**src/rtl/par2serial_8f.sv**
```systemverilog
// par2serial_8f: MSB-first byte serializer on clk_8f with idle-character fill and a post-reset sync phase.
// Optional build macro P2S_KFLAG_EN adds the k_flag output marking inserted idle characters.
module par2serial_8f #(
    parameter logic [7:0]  IDLE_CHAR  = 8'hBC,
    parameter int unsigned SYNC_BYTES = 4
) (
    input  logic       clk_8f,
    input  logic       rst,
    input  logic       enb,
    input  logic [7:0] data_in,
    input  logic       valid_in,
    output logic       ready_out,
    output logic       data_out,
    output logic       byte_start,
`ifdef P2S_KFLAG_EN
    output logic       k_flag,
`endif
    output logic       synced
);

    localparam int unsigned BYTE_W = 8;
    localparam int unsigned CNT_W  = 3;
    localparam int unsigned SYNC_W = 4;

    typedef enum logic {
        ST_SYNC   = 1'b0,
        ST_ACTIVE = 1'b1
    } state_t;

    state_t              state_q;
    logic [SYNC_W-1:0]   sync_cnt_q;
    logic                synced_q;

    logic [CNT_W-1:0]    bit_cnt_q,    bit_cnt_d;
    logic [BYTE_W-1:0]   shift_q,      shift_d;
    logic [BYTE_W-1:0]   hold_q,       hold_d;
    logic                hold_full_q,  hold_full_d;
    logic                data_out_q,   data_out_d;
    logic                byte_start_q, byte_start_d;
    logic                idle_q,       idle_d;

    logic                boundary;
    logic                take;
    logic                accept;
    logic [BYTE_W-1:0]   next_byte;

    // Holding register is offered whenever empty; never while reset is applied.
    assign ready_out = ~rst & ~hold_full_q;
    assign accept    = valid_in & ready_out;

    assign boundary  = enb & (bit_cnt_q == '0);
    assign take      = boundary & (state_q == ST_ACTIVE) & hold_full_q;
    assign next_byte = take ? hold_q : IDLE_CHAR;

    // Next-state for the shifter and holding register.
    always_comb begin
        bit_cnt_d    = bit_cnt_q;
        shift_d      = shift_q;
        data_out_d   = data_out_q;
        byte_start_d = 1'b0;
        idle_d       = idle_q;
        hold_d       = hold_q;
        hold_full_d  = hold_full_q;

        if (enb) begin
            bit_cnt_d = bit_cnt_q + CNT_W'(1);
            if (boundary) begin
                data_out_d   = next_byte[BYTE_W-1];
                shift_d      = {next_byte[BYTE_W-2:0], 1'b0};
                byte_start_d = 1'b1;
                idle_d       = ~take;
            end else begin
                data_out_d   = shift_q[BYTE_W-1];
                shift_d      = {shift_q[BYTE_W-2:0], 1'b0};
            end
        end

        // accept and take never coincide: take needs hold_full, accept needs it clear
        if (accept) begin
            hold_d      = data_in;
            hold_full_d = 1'b1;
        end
        if (take) begin
            hold_full_d = 1'b0;
        end
    end

    always_ff @(posedge clk_8f) begin
        if (rst) begin
            bit_cnt_q    <= '0;
            shift_q      <= '0;
            hold_q       <= '0;
            hold_full_q  <= 1'b0;
            data_out_q   <= 1'b0;
            byte_start_q <= 1'b0;
            idle_q       <= 1'b0;
        end else begin
            bit_cnt_q    <= bit_cnt_d;
            shift_q      <= shift_d;
            hold_q       <= hold_d;
            hold_full_q  <= hold_full_d;
            data_out_q   <= data_out_d;
            byte_start_q <= byte_start_d;
            idle_q       <= idle_d;
        end
    end

    // Sync phase: count completed idle bytes; idle_q is clear until the first byte has gone out.
    always_ff @(posedge clk_8f) begin
        if (rst) begin
            state_q    <= ST_SYNC;
            sync_cnt_q <= '0;
            synced_q   <= 1'b0;
        end else if (boundary && (state_q == ST_SYNC) && idle_q) begin
            sync_cnt_q <= sync_cnt_q + SYNC_W'(1);
            if ((sync_cnt_q + SYNC_W'(1)) == SYNC_W'(SYNC_BYTES)) begin
                state_q  <= ST_ACTIVE;
                synced_q <= 1'b1;
            end
        end
    end

    assign data_out   = data_out_q;
    assign byte_start = byte_start_q;
    assign synced     = synced_q;

`ifdef P2S_KFLAG_EN
    assign k_flag = idle_q;
`endif

endmodule

```
**config.mk**
```make
export PLATFORM = sky130hd
export DESIGN_NAME = par2serial_8f
export DESIGN_NICKNAME = d
export VERILOG_FILES = /design/src/rtl/par2serial_8f.sv
export SDC_FILE = /design/constraint.sdc
export NUM_CORES = 1
export LEC_CHECK = 0
export ABC_CLOCK_PERIOD_IN_PS = 2000
export BUFFER_PORTS_ARGS = -buffer_cell sky130_fd_sc_hd__buf_4
export CORE_UTILIZATION = 55
export CTS_CLUSTER_DIAMETER = 100
export CTS_CLUSTER_SIZE = 12
export DETAILED_ROUTE_END_ITERATION = 8
export PLACE_DENSITY = 0.81
export SLEW_MARGIN = 20
export SYNTH_ARGS = -nofsm -noshare
export SYNTH_HDL_FRONTEND = slang
export SYNTH_SLANG_ARGS = --single-unit
```
**constraint.sdc**
```tcl
create_clock -name clk_8f -period 2 [get_ports clk_8f]
set_input_delay 0 -clock clk_8f [delete_from_list [all_inputs] [get_ports clk_8f]]
set_output_delay 0 -clock clk_8f [all_outputs]
set_load 0.005 [all_outputs]
```
==> Yosys cells after proc, flatten, opt, wreduce, memory -nomap -nowiden <==
Index checks and enable logic that the tools add are counted.
{ "totals": {"ff_bits": 28, "inputBits": 12, "out_inout_bits": 4, "wordCells": 33} }
{ "op_classes": {"add_sub_neg": 2, "eq_ne": 1, "muxes": 4, "bitwise": 10, "n_reduce_logical": 7} }
{ "op_table": {"columns": ["operator", "n"], "rows": [
  ["$mux W8", 2],
  ["$and A1 B1 Y1", 5],
  ["$not A1 Y1", 5],
  ["$add A4 B1 Y4 const B", 1],
  ["$eq A4 B3 Y1 const B", 1],
  ["$reduce_and A2 Y1", 2],
  ["$reduce_or A2 Y1", 2],
  ["$add A3 B1 Y3 const B", 1],
  ["$logic_not A3 Y1", 1],
  ["$logic_and A1 B1 Y1", 2],
  ["$mux W1", 2]
]} }

==> Logic depth before layout (Yosys ltp) <==
Gate-level depths: netlist of the first run.
{ "logic_depth": {"ltp_word": 6, "depth_mapped": 6, "mapped_depth_nobuf": 5} }

==> Worst setup path before layout of the first run <==
No wires, ideal clock.
{ "synth_path": {"path_kind": "flip-flop to flip-flop", "startpoint": "reg bit_cnt_q[0]", "endpoint": "reg sync_cnt_q[2]", "setup_time_ns": 0.121, "t_arrival_ns": 1.331, "t_required_ns": 1.879, "setup_slack_ns": 0.548, "path_stages_with_launch": 7, "n_path_buf": 1, "synth_period_minus_slack_ns": 1.452, "cell_sequence": "dfxtp_1 inv_1 ha_1 and3b_1 buf_2 nand3_1 mux2_2"} }
{ "synth_via": {"elab_chain_cells": 4} }
{ "synth_rtl": {"columns": ["item", "line", "source"], "rows": [
  ["from (decl)", "34", "logic [CNT_W-1:0] bit_cnt_q, bit_cnt_d;"],
  ["from (signal assigned)", "98", "bit_cnt_q <= bit_cnt_d;"],
  ["$logic_not A3 Y1", "51", "assign boundary = enb & (bit_cnt_q == '0);"],
  ["$and A1 B1 Y1", "51", null],
  ["$logic_and A1 B1 Y1 (2 in series)", "114", "end else if (boundary && (state_q == ST_SYNC) && idle_q) begin"],
  ["to (signal assigned)", "115", "sync_cnt_q <= sync_cnt_q + SYNC_W'(1);"],
  ["to (decl)", "31", "logic [SYNC_W-1:0] sync_cnt_q;"]
]} }
Every way passes these cells.
A chain may end at the register's enable or synchronous reset.

==> Final worst setup path of the first run <==
{ "layout_path": {"startpoint": "reg bit_cnt_q[0]", "endpoint": "reg sync_cnt_q[3]"} }
Same word-level chain as after synthesis.

==> out/qor.txt, run 1 <==
status - finished, final reports clean
Leakage Power - 0.586 nW
post-placement setup slack - 0.450 ns
final hold violation count - 0
post-synthesis xor/xnor area fraction - 0.0297
element type at the critical path end - flop
hold path startpoint - rst
Critical Path AT - 1.82 ns
Core Region - 1980 sq um
max incr delay on CP - 0.53 ns
Post-synth EDFFs - 0
Synth top area share - 0.458
Power Density - 693 nW/um^2
Skew-Pair Late Insertion Delay - 0.31 ns
clk root buf - clkbuf_4
Max Cap Viol - 0
I/O pin cnt - 16
area of the die - 2340 sq um
RR Startpoint - bit_cnt_q[0]$_SDFFE_PP0P_
quantity of I/O buffers inserted on ports - 15
post-synthesis simple-gate area fraction - 0.235
Mapped Cells - 129
final net count - 167
Synth area leaders - dfxtp_1 46%, nor2_1 9.2%, mux2i_1 7.6%
Routed Wire Length - 2.31 mm
Num CTS Buffers - 3
setup TNS - 0 ns
initial antenna violation count - 0
final setup fails - 0
Initial DRT Pass Iterations - 4
relative slew slack - 0.736
largest net degree at the start of global routing - 31
mapped cell area - 1180 sq um
Synth Area in Compound Gates - 0.102
VDD IR-drop max - 0.516 mV
Tightest Pin Transition - 0.386 ns
synthesized flop and latch total - 27
Syn Nets - 145
worst setup slack after layout - 0.437 ns
Remaining DRCs - 0
Die Y-Extent - 48.3 microns
share of layout cells above drive strength 1 - 0.140
worst reg2reg endpoint - sync_cnt_q[3]$_SDFFE_PP0P_
area growth from synthesis to layout - 19.1%
Hold Crit Class - in -> reg
DR WL/cell - 13.0 microns
Mean Syn Cell Area - 9.16 sq um
aggregate global-route resource usage - 0.216
post-CTS setup buffer count - 0
fin area - 1410 sq um
Netlist cell types - 32
post-place instance area - 1290 sq um
multiplexer share of the synthesized area - 0.0858
largest family of logic cells by synthesized area - simple AND/OR/NAND/NOR gates
WP data required - 2.26 ns
final core utilization - 0.710
diode count - 0
Synth Warn # - 0
Detail Route Antenna Nets - 0
Synth Flop Type - dfxtp_1
vias - 964
Die Width - 48.3 microns
number of global-route vias before repair - 886
CTS tree - done
crit path launch type - flop
# clock sinks - 27
post-synthesis sequential area ratio - 0.458
cell accounting for the most synthesized area - dfxtp_1
CP delay by family, top - simple AND/OR/NAND/NOR gates
clock slew at reported path FFs - 0.14 ns
# rows - 16
unrepaired setup endpoints after global routing - false
min Tclk post-route - 1.56 ns
worst clock skew - 0.00677 ns
max frequency - 640 MHz
remaining global-route overflow - 0
post-synthesis adder-cell area fraction - 0.0424
Initial Utilization - 0.596
first-pass GRT wire length - 3.94 mm
Worst R2R Path Depth - 5
Via density - 5.45
setup slack, reg-to-reg - 0.44 ns
htree depth - 1
Setup Crit Path Kind - reg -> reg
critical path cell sequence - inv_1, ha_1, nand3b_4, or4_1, a21oi_1
fin crit share - 0.782
largest buffer count on any clock path - 2
Initial DRC Count - 28
Min-Delay Endpoint - hold_q[3]$_SDFFE_PP0P_
slowest stage cell, crit path - or4_1
gp weighted congestion - 0.737
DP Wirelength - 1.52 mm
Hold Crit Depth - 2
Buffers & Inverters on Critical Path - 1
async set or reset register ratio after synthesis - 0
Slew Limit Fails - 0
CP max FO - 12
## Yosys cell counts (3+ instances only)
| cell type | count |
|---|---|
| a2111oi_0 | 5 |
| a21oi_1 | 4 |
| buf_2 | 3 |
| dfxtp_1 | 27 |
| ha_1 | 4 |
| inv_1 | 3 |
| mux2i_1 | 9 |
| nand2b_1 | 3 |
| nand3_1 | 4 |
| nor2_1 | 29 |
| nor2b_1 | 4 |
| nor3_1 | 7 |
## kinds of logic (layout without fill, tap and decap cells)
kind of cell	after synthesis	count (layout)
buf+inv	11	32
simple gates	56	56
fa+ha+maj	4	4
flops	27	27
mux	10	10
compound gates	17	17
xor+xnor	4	4
## stage by stage
stage          hold slack, ns  std cells  power, mW
2_1_floorplan           0.147        129      0.703
6_report               0.0403        177      0.974
4_1_cts                0.0252        177      0.980
5_1_grt                0.0416        177       1.02
3_5_place_dp            0.240        164      0.745
3_3_place_gp            0.232        164      0.738
## per-layer routing
metal / part of all wire / track usage / wire length [microns]
met2: 0.47 / 0.350 / 1090
met5: 0 / 0 / 0
met3: 0.061 / 0.0377 / 141
met1: 0.45 / 0.297 / 1050
met4: 0.012 / 0.0588 / 28
## worst max path at each step
stage,endpoint,cells after the start,start
after floorplan,sync_cnt_q[2]$_SDFFE_PP0P_,6,bit_cnt_q[0]$_SDFFE_PP0P_
after global placement,sync_cnt_q[3]$_SDFFE_PP0P_,5,bit_cnt_q[0]$_SDFFE_PP0P_
after detailed placement,sync_cnt_q[3]$_SDFFE_PP0P_,5,bit_cnt_q[0]$_SDFFE_PP0P_
after CTS,sync_cnt_q[3]$_SDFFE_PP0P_,5,bit_cnt_q[0]$_SDFFE_PP0P_
after global routing,sync_cnt_q[3]$_SDFFE_PP0P_,5,bit_cnt_q[0]$_SDFFE_PP0P_
final,sync_cnt_q[3]$_SDFFE_PP0P_,5,bit_cnt_q[0]$_SDFFE_PP0P_
## cells in the final DEF, fill, tap and decap left out, types with 2 or more instances in the layout
| cell | n |
|---|---|
| dlygate4sd3_1 | 9 |
| nor2b_1 | 4 |
| o21ai_0 | 2 |
| buf_4 | 16 |
| nand2b_1 | 3 |
| a21oi_1 | 4 |
| a211oi_1 | 2 |
| nand3_1 | 4 |
| mux2i_1 | 9 |
| a32oi_1 | 2 |
| ha_1 | 4 |
| nand2_1 | 2 |
| inv_1 | 3 |
| clkbuf_4 | 3 |
| dfxtp_1 | 27 |
| a2111oi_0 | 5 |
| xor2_1 | 2 |
| xnor2_1 | 2 |
| nor3_1 | 7 |
| nor2_1 | 29 |
## where the power goes
group	internal [mW]	switching (mW)	total, mW	leakage [nW]
Clock	0.0779	0.147	0.225	0.0150
Sequential	0.571	0.0216	0.593	0.222
Combinational	0.0758	0.0810	0.157	0.349
## final cells by class
type | instances | area, sq um
inverters | 3 | 11.3
flip-flops and latches | 27 | 541
clock buffers | 4 | 26.3
well taps | 27 | 33.8
multi-input cells | 91 | 584
repair buffers | 25 | 210
fillers | 140 | 576
## flip-flops by register name (all words and copies together), names as in the netlist
register	count
synced	1
sync_cnt_q	4
hold_full_q	1
data_out	1
hold_q	8
shift_q	7
byte_start	1
idle_q	1
bit_cnt_q	3
## repair_timing
item	4_1_cts	5_1_grt
endpoints found under the hold margin	9	0
hold buffers	9	0
gates resized for setup	0	0
Note: power is estimated with default switching activity, not from simulation.
==> inputs of run 2 (changes only) <==
--- a/config.mk
+++ b/config.mk
@@ -5,7 +5,8 @@
 export SDC_FILE = /design/constraint.sdc
 export NUM_CORES = 1
 export LEC_CHECK = 0
-export ABC_CLOCK_PERIOD_IN_PS = 2000
+export ABC_AREA = 1
+export ABC_CLOCK_PERIOD_IN_PS = 1500
 export BUFFER_PORTS_ARGS = -buffer_cell sky130_fd_sc_hd__buf_4
 export CORE_UTILIZATION = 55
 export CTS_CLUSTER_DIAMETER = 100
==> constraint.sdc (replaced) <==
create_clock -name clk_8f -period 1.5 [get_ports clk_8f]
set_input_delay 0 -clock clk_8f [delete_from_list [all_inputs] [get_ports clk_8f]]
set_output_delay 0 -clock clk_8f [all_outputs]
set_load 0.005 [all_outputs]
==> out/qor.txt, run 2 <==
initial antenna violation count - 0 (unchanged)
aggregate global-route resource usage - 0.197 (-0.0185)
final hold violation count - 0 (unchanged)
setup slack, reg-to-reg - 0.18 ns (-0.26 ns)
largest net degree at the start of global routing - 18 (-42%)
final net count - 194 (+16%)
GR peak layer - met2
htree depth - 1 (unchanged)
Syn Nets - 170 (+17%)
GR Util met1 - 0.246 (-0.0517)
# resized after CTS - 0 (unchanged)
Worst R2R Path Depth - 6 (+1)
Leakage Power - 0.588 nW (+0.41%)
# clock sinks - 27 (unchanged)
WP data required - 1.76 ns (-0.50 ns)
fin crit share - 0.880 (+0.0982)
min Tclk post-route - 1.32 ns (-0.243 ns)
Detail Route Antenna Nets - 0 (unchanged)
Synth top area share - 0.457 (-0.000967)
CTS tree - done
I/O pin cnt - 16 (unchanged)
sequential share of power - 0.611 (+0.002)
largest buffer count on any clock path - 2 (unchanged)
Setup Crit Path Kind - reg -> reg
mapped cell area - 1180 sq um (+0.21%)
quantity of I/O buffers inserted on ports - 15 (unchanged)
sw power - 333 uW (+34%)
DR WL/cell - 10.2 microns (-22%)
commonest non-fill, non-tap cells in the layout - 49 x nand2_1, 27 x dfxtp_1, 17 x inv_1
Largest regs - hold_q (8), shift_q (7), sync_cnt_q (4)
Initial Utilization - 0.591 (-0.00471)
element type at the critical path end - flop
CP max FO - 12 (unchanged)
diode count - 0 (unchanged)
Num CTS Buffers - 3 (unchanged)
final core utilization - 0.707 (-0.00272)
Mean Syn Cell Area - 7.69 sq um (-16%)
switch share - 0.258 (+0.00202)
Netlist cell types - 18 (-44%)
unrepaired setup endpoints after global routing - false
clock slew at reported path FFs - 0.14 ns (about the same)
Critical Path AT - 1.58 ns (-0.24 ns)
Initial DRT Pass Iterations - 4 (unchanged)
GR Util met3 - 0.0283 (-0.00943)
cell-internal power - 958 uW (+32%)
DP Wirelength - 1.38 mm (-9.5%)
Synth Flop Type - dfxtp_1
top post-synthesis cells by count - 49 x nand2_1, 27 x dfxtp_1, 17 x inv_1, 16 x a21oi_1, 13 x o21ai_0
share of layout cells above drive strength 1 - 0.124 (-0.0157)
Critical path origin - bit_cnt_q[0]$_SDFFE_PP0P_
area growth from synthesis to layout - 19.6%
status - finished, final reports clean
commonest non-fill, non-tap cell in the layout - nand2_1
gp weighted congestion - 0.811 (+10%)
post-synthesis sequential area ratio - 0.457 (-0.000967)
Hold Crit Class - in -> reg
Logic pwr share - 0.145 (-0.016)
Remaining DRCs - 0 (unchanged)
number of flip-flops in the largest register - 8 (unchanged)
Synth Warn # - 0 (unchanged)
Post-synth EDFFs - 0 (unchanged)
remaining global-route overflow - 0 (unchanged)
Power Density - 912 nW/um^2 (+32%)
final setup fails - 0 (unchanged)
area of the die - 2340 sq um (+0.21%)
grt met2 use - 0.338 (-0.0117)
crit path launch type - flop
Die Width - 48.4 microns (+0.10%)
setup TNS - 0 ns (unchanged)
VDD IR-drop max - 0.640 mV (+24%)
number of global-route vias before repair - 911 (+2.8%)
worst clock skew - 0.00985 ns (+0.00308 ns)
Skew-Pair Late Insertion Delay - 0.33 ns (+0.02 ns)
Initial DRC Count - 24 (-14%)
# rows - 16 (unchanged)
synthesized flop and latch total - 27 (unchanged)
Mapped Cells - 154 (+19%)
Synth area leaders - dfxtp_1 46%, nand2_1 16%, a21oi_1 6.8%
top-count cell post-synth - nand2_1
Max Cap Viol - 0 (unchanged)
vias - 1,045 (+8.4%)
RR Startpoint - bit_cnt_q[0]$_SDFFE_PP0P_
clk root buf - clkbuf_4
Die Y-Extent - 48.4 microns (+0.10%)
Clk pwr share - 0.244 (+0.014)
Via density - 5.12 (-5.9%)
async set or reset register ratio after synthesis - 0 (unchanged)
max frequency - 758 MHz (+18%)
Slew Limit Fails - 0 (unchanged)
Tightest Pin Transition - 0.555 ns (+0.169 ns)
cell accounting for the most synthesized area - dfxtp_1
first-pass GRT wire length - 3.68 mm (-6.5%)
CP endpoint - synced$_SDFFE_PP0P_
worst reg2reg endpoint - synced$_SDFFE_PP0P_
relative slew slack - 0.630 (-0.106)
Routed Wire Length - 2.09 mm (-9.6%)
Core Region - 2000 sq um (+1.0%)
Biggest register - hold_q
[run 2: changes by cell type after synthesis, moves of 5 or more]
| cell | before | now |
|---|---|---|
| nand2_1 | 2 | 49 |
| nor2_1 | 29 | 7 |
| inv_1 | 3 | 17 |
| a21oi_1 | 4 | 16 |
| o21ai_0 | 2 | 13 |
| mux2i_1 | 9 | 0 |
| nor3_1 | 7 | 0 |
| a2111oi_0 | 5 | 0 |
[run 2: logic make-up (layout without fill, tap and decap cells)]
group | Yosys count | count (layout) | synth area share
compound gates | 35 | 35 | 0.159
buf+inv | 24 | 47 | 0.0972
fa+ha+maj | 4 | 4 | 0.0423
simple gates | 64 | 64 | 0.245
flops | 27 | 27 | 0.457
[run 2: routing by layer]
| layer | part of all wire | wire length [microns] |
|---|---|---|
| met1 | 0.48 | 1010 |
| met5 | 0 | 0 |
| met4 | 0.020 | 42 |
| met3 | 0.031 | 64 |
| met2 | 0.47 | 974 |
[run 2: through the flow]
| stage | instance area (sq um) | hold WS, ns | setup slack, ns | instances | total power, mW |
|---|---|---|---|---|---|
| detailed placement | 1280 | 0.202 | 0.196 | 189 | 0.968 |
| CTS | 1420 | 0.399 | 0.172 | 204 | 1.29 |
| floorplan | 1180 | 0.113 | 0.365 | 154 | 0.924 |
| finish | 1420 | 0.400 | 0.180 | 204 | 1.29 |
| global placement | 1280 | 0.198 | 0.260 | 189 | 0.962 |
| global route | 1420 | 0.421 | 0.0624 | 204 | 1.35 |
[run 2: cell type report]
type,count,area (sq um)
sequential,27,541
tap,27,33.8
fill,149,587
clock buffer,4,26.3
multi-input combinational,103,528
inverter,17,63.8
timing repair buffer,26,223
[run 2: worst max-delay path: stages, from the launching register on]
cell and delay, ns:
dfxtp_1 0.34, inv_1 0.09, ha_1 0.20, nand3_4 0.17, nor2_4 0.20, nand3_1 0.11, a21oi_1 0.13
[run 2: worst min path at each step]
stage	from	to	slack, ns	cells past startpoint
global placement	data_in[4]	hold_q[4]$_SDFFE_PP0P_	0.20	3
detailed placement	data_in[6]	hold_q[6]$_SDFFE_PP0P_	0.20	3
finish	data_in[6]	hold_q[6]$_SDFFE_PP0P_	0.40	4
global route	data_in[2]	hold_q[2]$_SDFFE_PP0P_	0.42	4
floorplan	data_in[2]	hold_q[2]$_SDFFE_PP0P_	0.11	2
CTS	data_in[6]	hold_q[6]$_SDFFE_PP0P_	0.40	4
[run 2: what timing repair did]
action                                 4_1_cts  5_1_grt
buffers inserted                             0        0
hold buffers                                11        0
endpoints found under the hold margin       19        0
[run 2: power by group through the flow]
| stage | clock, mW | sequential [mW] | combinational [mW] |
|---|---|---|---|
| CTS | 0.317 | 0.789 | 0.186 |
| floorplan | 0 | 0.800 | 0.124 |
| global route | 0.346 | 0.795 | 0.211 |
| finish | 0.315 | 0.789 | 0.187 |
| global placement | 0 | 0.803 | 0.159 |
| detailed placement | 0 | 0.805 | 0.163 |
==> inputs of run 3 (changes only) <==
--- a/config.mk
+++ b/config.mk
@@ -5,7 +5,6 @@
 export SDC_FILE = /design/constraint.sdc
 export NUM_CORES = 1
 export LEC_CHECK = 0
-export ABC_AREA = 1
 export ABC_CLOCK_PERIOD_IN_PS = 1500
 export BUFFER_PORTS_ARGS = -buffer_cell sky130_fd_sc_hd__buf_4
 export CORE_UTILIZATION = 55
==> out/qor.txt, run 3 (synthesis gave the netlist of run 1 again) <==
CTS tree - done
fin crit share - 0.944 (+0.0643)
GR Util met3 - 0.0220 (-0.00629)
# clock sinks - 27 (unchanged)
Slew Limit Fails - 0 (unchanged)
remaining global-route overflow - 0 (unchanged)
Largest regs - hold_q (8), shift_q (7), sync_cnt_q (4)
Initial DRC Count - 36 (+50%)
worst clock skew - 0.00561 ns (-0.00424 ns)
min Tclk post-route - 1.42 ns (+0.0965 ns)
GR peak layer - met2
final setup fails - 0 (unchanged)
DR WL/cell - 13.9 microns (+36%)
htree depth - 1 (unchanged)
Detail Route Antenna Nets - 0 (unchanged)
Biggest register - hold_q
status - finished, final reports clean
I/O pin cnt - 16 (unchanged)
Initial DRT Pass Iterations - 4 (unchanged)
final core utilization - 0.732 (+0.0254)
commonest non-fill, non-tap cell in the layout - nor2_1
CP max FO - 7 (-5)
final hold violation count - 0 (unchanged)
VDD IR-drop max - 0.829 mV (+29%)
Max Cap Viol - 0 (unchanged)
final net count - 169 (-13%)
Hold Crit Class - in -> reg
Setup Crit Path Kind - reg -> reg
initial antenna violation count - 0 (unchanged)
Via density - 5.44 (+6.2%)
Critical Path AT - 1.70 ns (+0.12 ns)
Final Power - 1.36 mW (+5.0%)
Power Density - 934 nW/um^2 (+2.4%)
CP delay by family, top - simple AND/OR/NAND/NOR gates
setup TNS - 0 ns (unchanged)
Initial Utilization - 0.596 (+0.00471)
WP data required - 1.79 ns (+0.03 ns)
Routed Wire Length - 2.49 mm (+19%)
diode count - 0 (unchanged)
post-place instance area - 1310 sq um (+2.1%)
Remaining DRCs - 0 (unchanged)
first-pass GRT wire length - 4.13 mm (+12%)
worst setup slack after layout - 0.0836 ns (-0.0965 ns)
Core Region - 1980 sq um (-1.0%)
largest net degree at the start of global routing - 31 (+13)
Num CTS Buffers - 3 (unchanged)
grt met2 use - 0.401 (+0.0634)
Tightest Pin Transition - 0.324 ns (-0.231 ns)
relative slew slack - 0.778 (+0.149)
unrepaired setup endpoints after global routing - false
Skew-Pair Late Insertion Delay - 0.33 ns (about the same)
area growth from synthesis to layout - 22.9%
# rows - 16 (unchanged)
clk root buf - clkbuf_4
number of flip-flops in the largest register - 8 (unchanged)
fin area - 1450 sq um (+2.6%)
clock slew at reported path FFs - 0.15 ns (about the same)
Die Width - 48.3 microns (-0.10%)
aggregate global-route resource usage - 0.234 (+0.0370)
DP Wirelength - 1.60 mm (+16%)
share of layout cells above drive strength 1 - 0.191 (+0.0665)
critical path cell sequence - inv_1, ha_4, nand3b_4, or4_4, a21oi_2
slowest stage cell, crit path - or4_4
largest buffer count on any clock path - 2 (unchanged)
commonest non-fill, non-tap cells in the layout - 29 x nor2_1, 25 x dfxtp_1, 18 x buf_4
GR Util met1 - 0.300 (+0.0545)
vias - 974 (-6.8%)
post-placement setup slack - -0.00993 ns (-0.206 ns)
crit path launch type - flop
max incr delay on CP - 0.52 ns (+0.18 ns)
area of the die - 2340 sq um (-0.21%)
gp weighted congestion - 0.762 (-6.0%)
max frequency - 706 MHz (-6.8%)
number of global-route vias before repair - 906 (-0.55%)
quantity of I/O buffers inserted on ports - 15 (unchanged)
Die Y-Extent - 48.3 microns (-0.10%)
Buffers & Inverters on Critical Path - 1 (unchanged)
Leakage Power - 0.598 nW (+1.6%)
element type at the critical path end - flop
[run 3: changes by cell type in the layout (fill, tap and decap cells not counted), moves of 9 or more]
cell	delta
nor2_1	+22
nand2_1	-47
mux2i_1	+9
o21ai_0	-11
inv_1	-14
a21oi_1	-13
[run 3: cell type report]
| type | count | area (sq um) |
|---|---|---|
| well taps | 27 | 33.8 |
| inverters | 3 | 11.3 |
| multi-input cells | 91 | 608 |
| clock buffers | 3 | 22.5 |
| flip-flops and latches | 27 | 543 |
| repair buffers | 27 | 225 |
| fillers | 131 | 531 |
| clock inverters | 1 | 7.51 |
[run 3: per-stage QoR]
stage,hold WS (ns),cells
after floorplan,0.147,129
after global placement,0.232,166
after detailed placement,0.241,166
after CTS,0.00206,179
after global routing,0.0179,179
final,0.0168,179
[run 3: worst paths after layout]
kind / cells past startpoint / to / slack, ns / startpoint
worst max-delay path: 5 / sync_cnt_q[3]$_SDFFE_PP0P_ / 0.08 / bit_cnt_q[0]$_SDFFE_PP0P_
worst min-delay path: 2 / sync_cnt_q[3]$_SDFFE_PP0P_ / 0.02 / rst
worst max register to register: 5 / sync_cnt_q[3]$_SDFFE_PP0P_ / 0.08 / bit_cnt_q[0]$_SDFFE_PP0P_
worst min register to register: 2 / shift_q[1]$_SDFFE_PP0P_ / 0.49 / shift_q[1]$_SDFFE_PP0P_
[run 3: where the power goes]
group          switching [mW]  internal [mW]
clock                   0.228          0.102
combinational           0.116          0.116
sequential             0.0298          0.763
total                   0.374          0.982
[run 3: what timing repair did]
item | in CTS | in global routing
setup buffers | 0 | 0
endpoints found under the hold margin | 9 | 0
gates resized for setup | 2 | 7
hold buffers | 9 | 0
setup endpoints to repair | 2 | 3
[run 3: metal layers]
metal  share of wire  vias up
met5               0        -
met2            0.49       20
met3           0.025        4
li1                -      490
met4           0.018        0
met1            0.47      460
[run 3: worst reg2reg max path, cell delays in order (launching register included)]
cell	delay, ns
dfxtp_2	0.36
inv_1	0.09
ha_4	0.16
nand3b_4	0.10
or4_4	0.52
a21oi_2	0.13
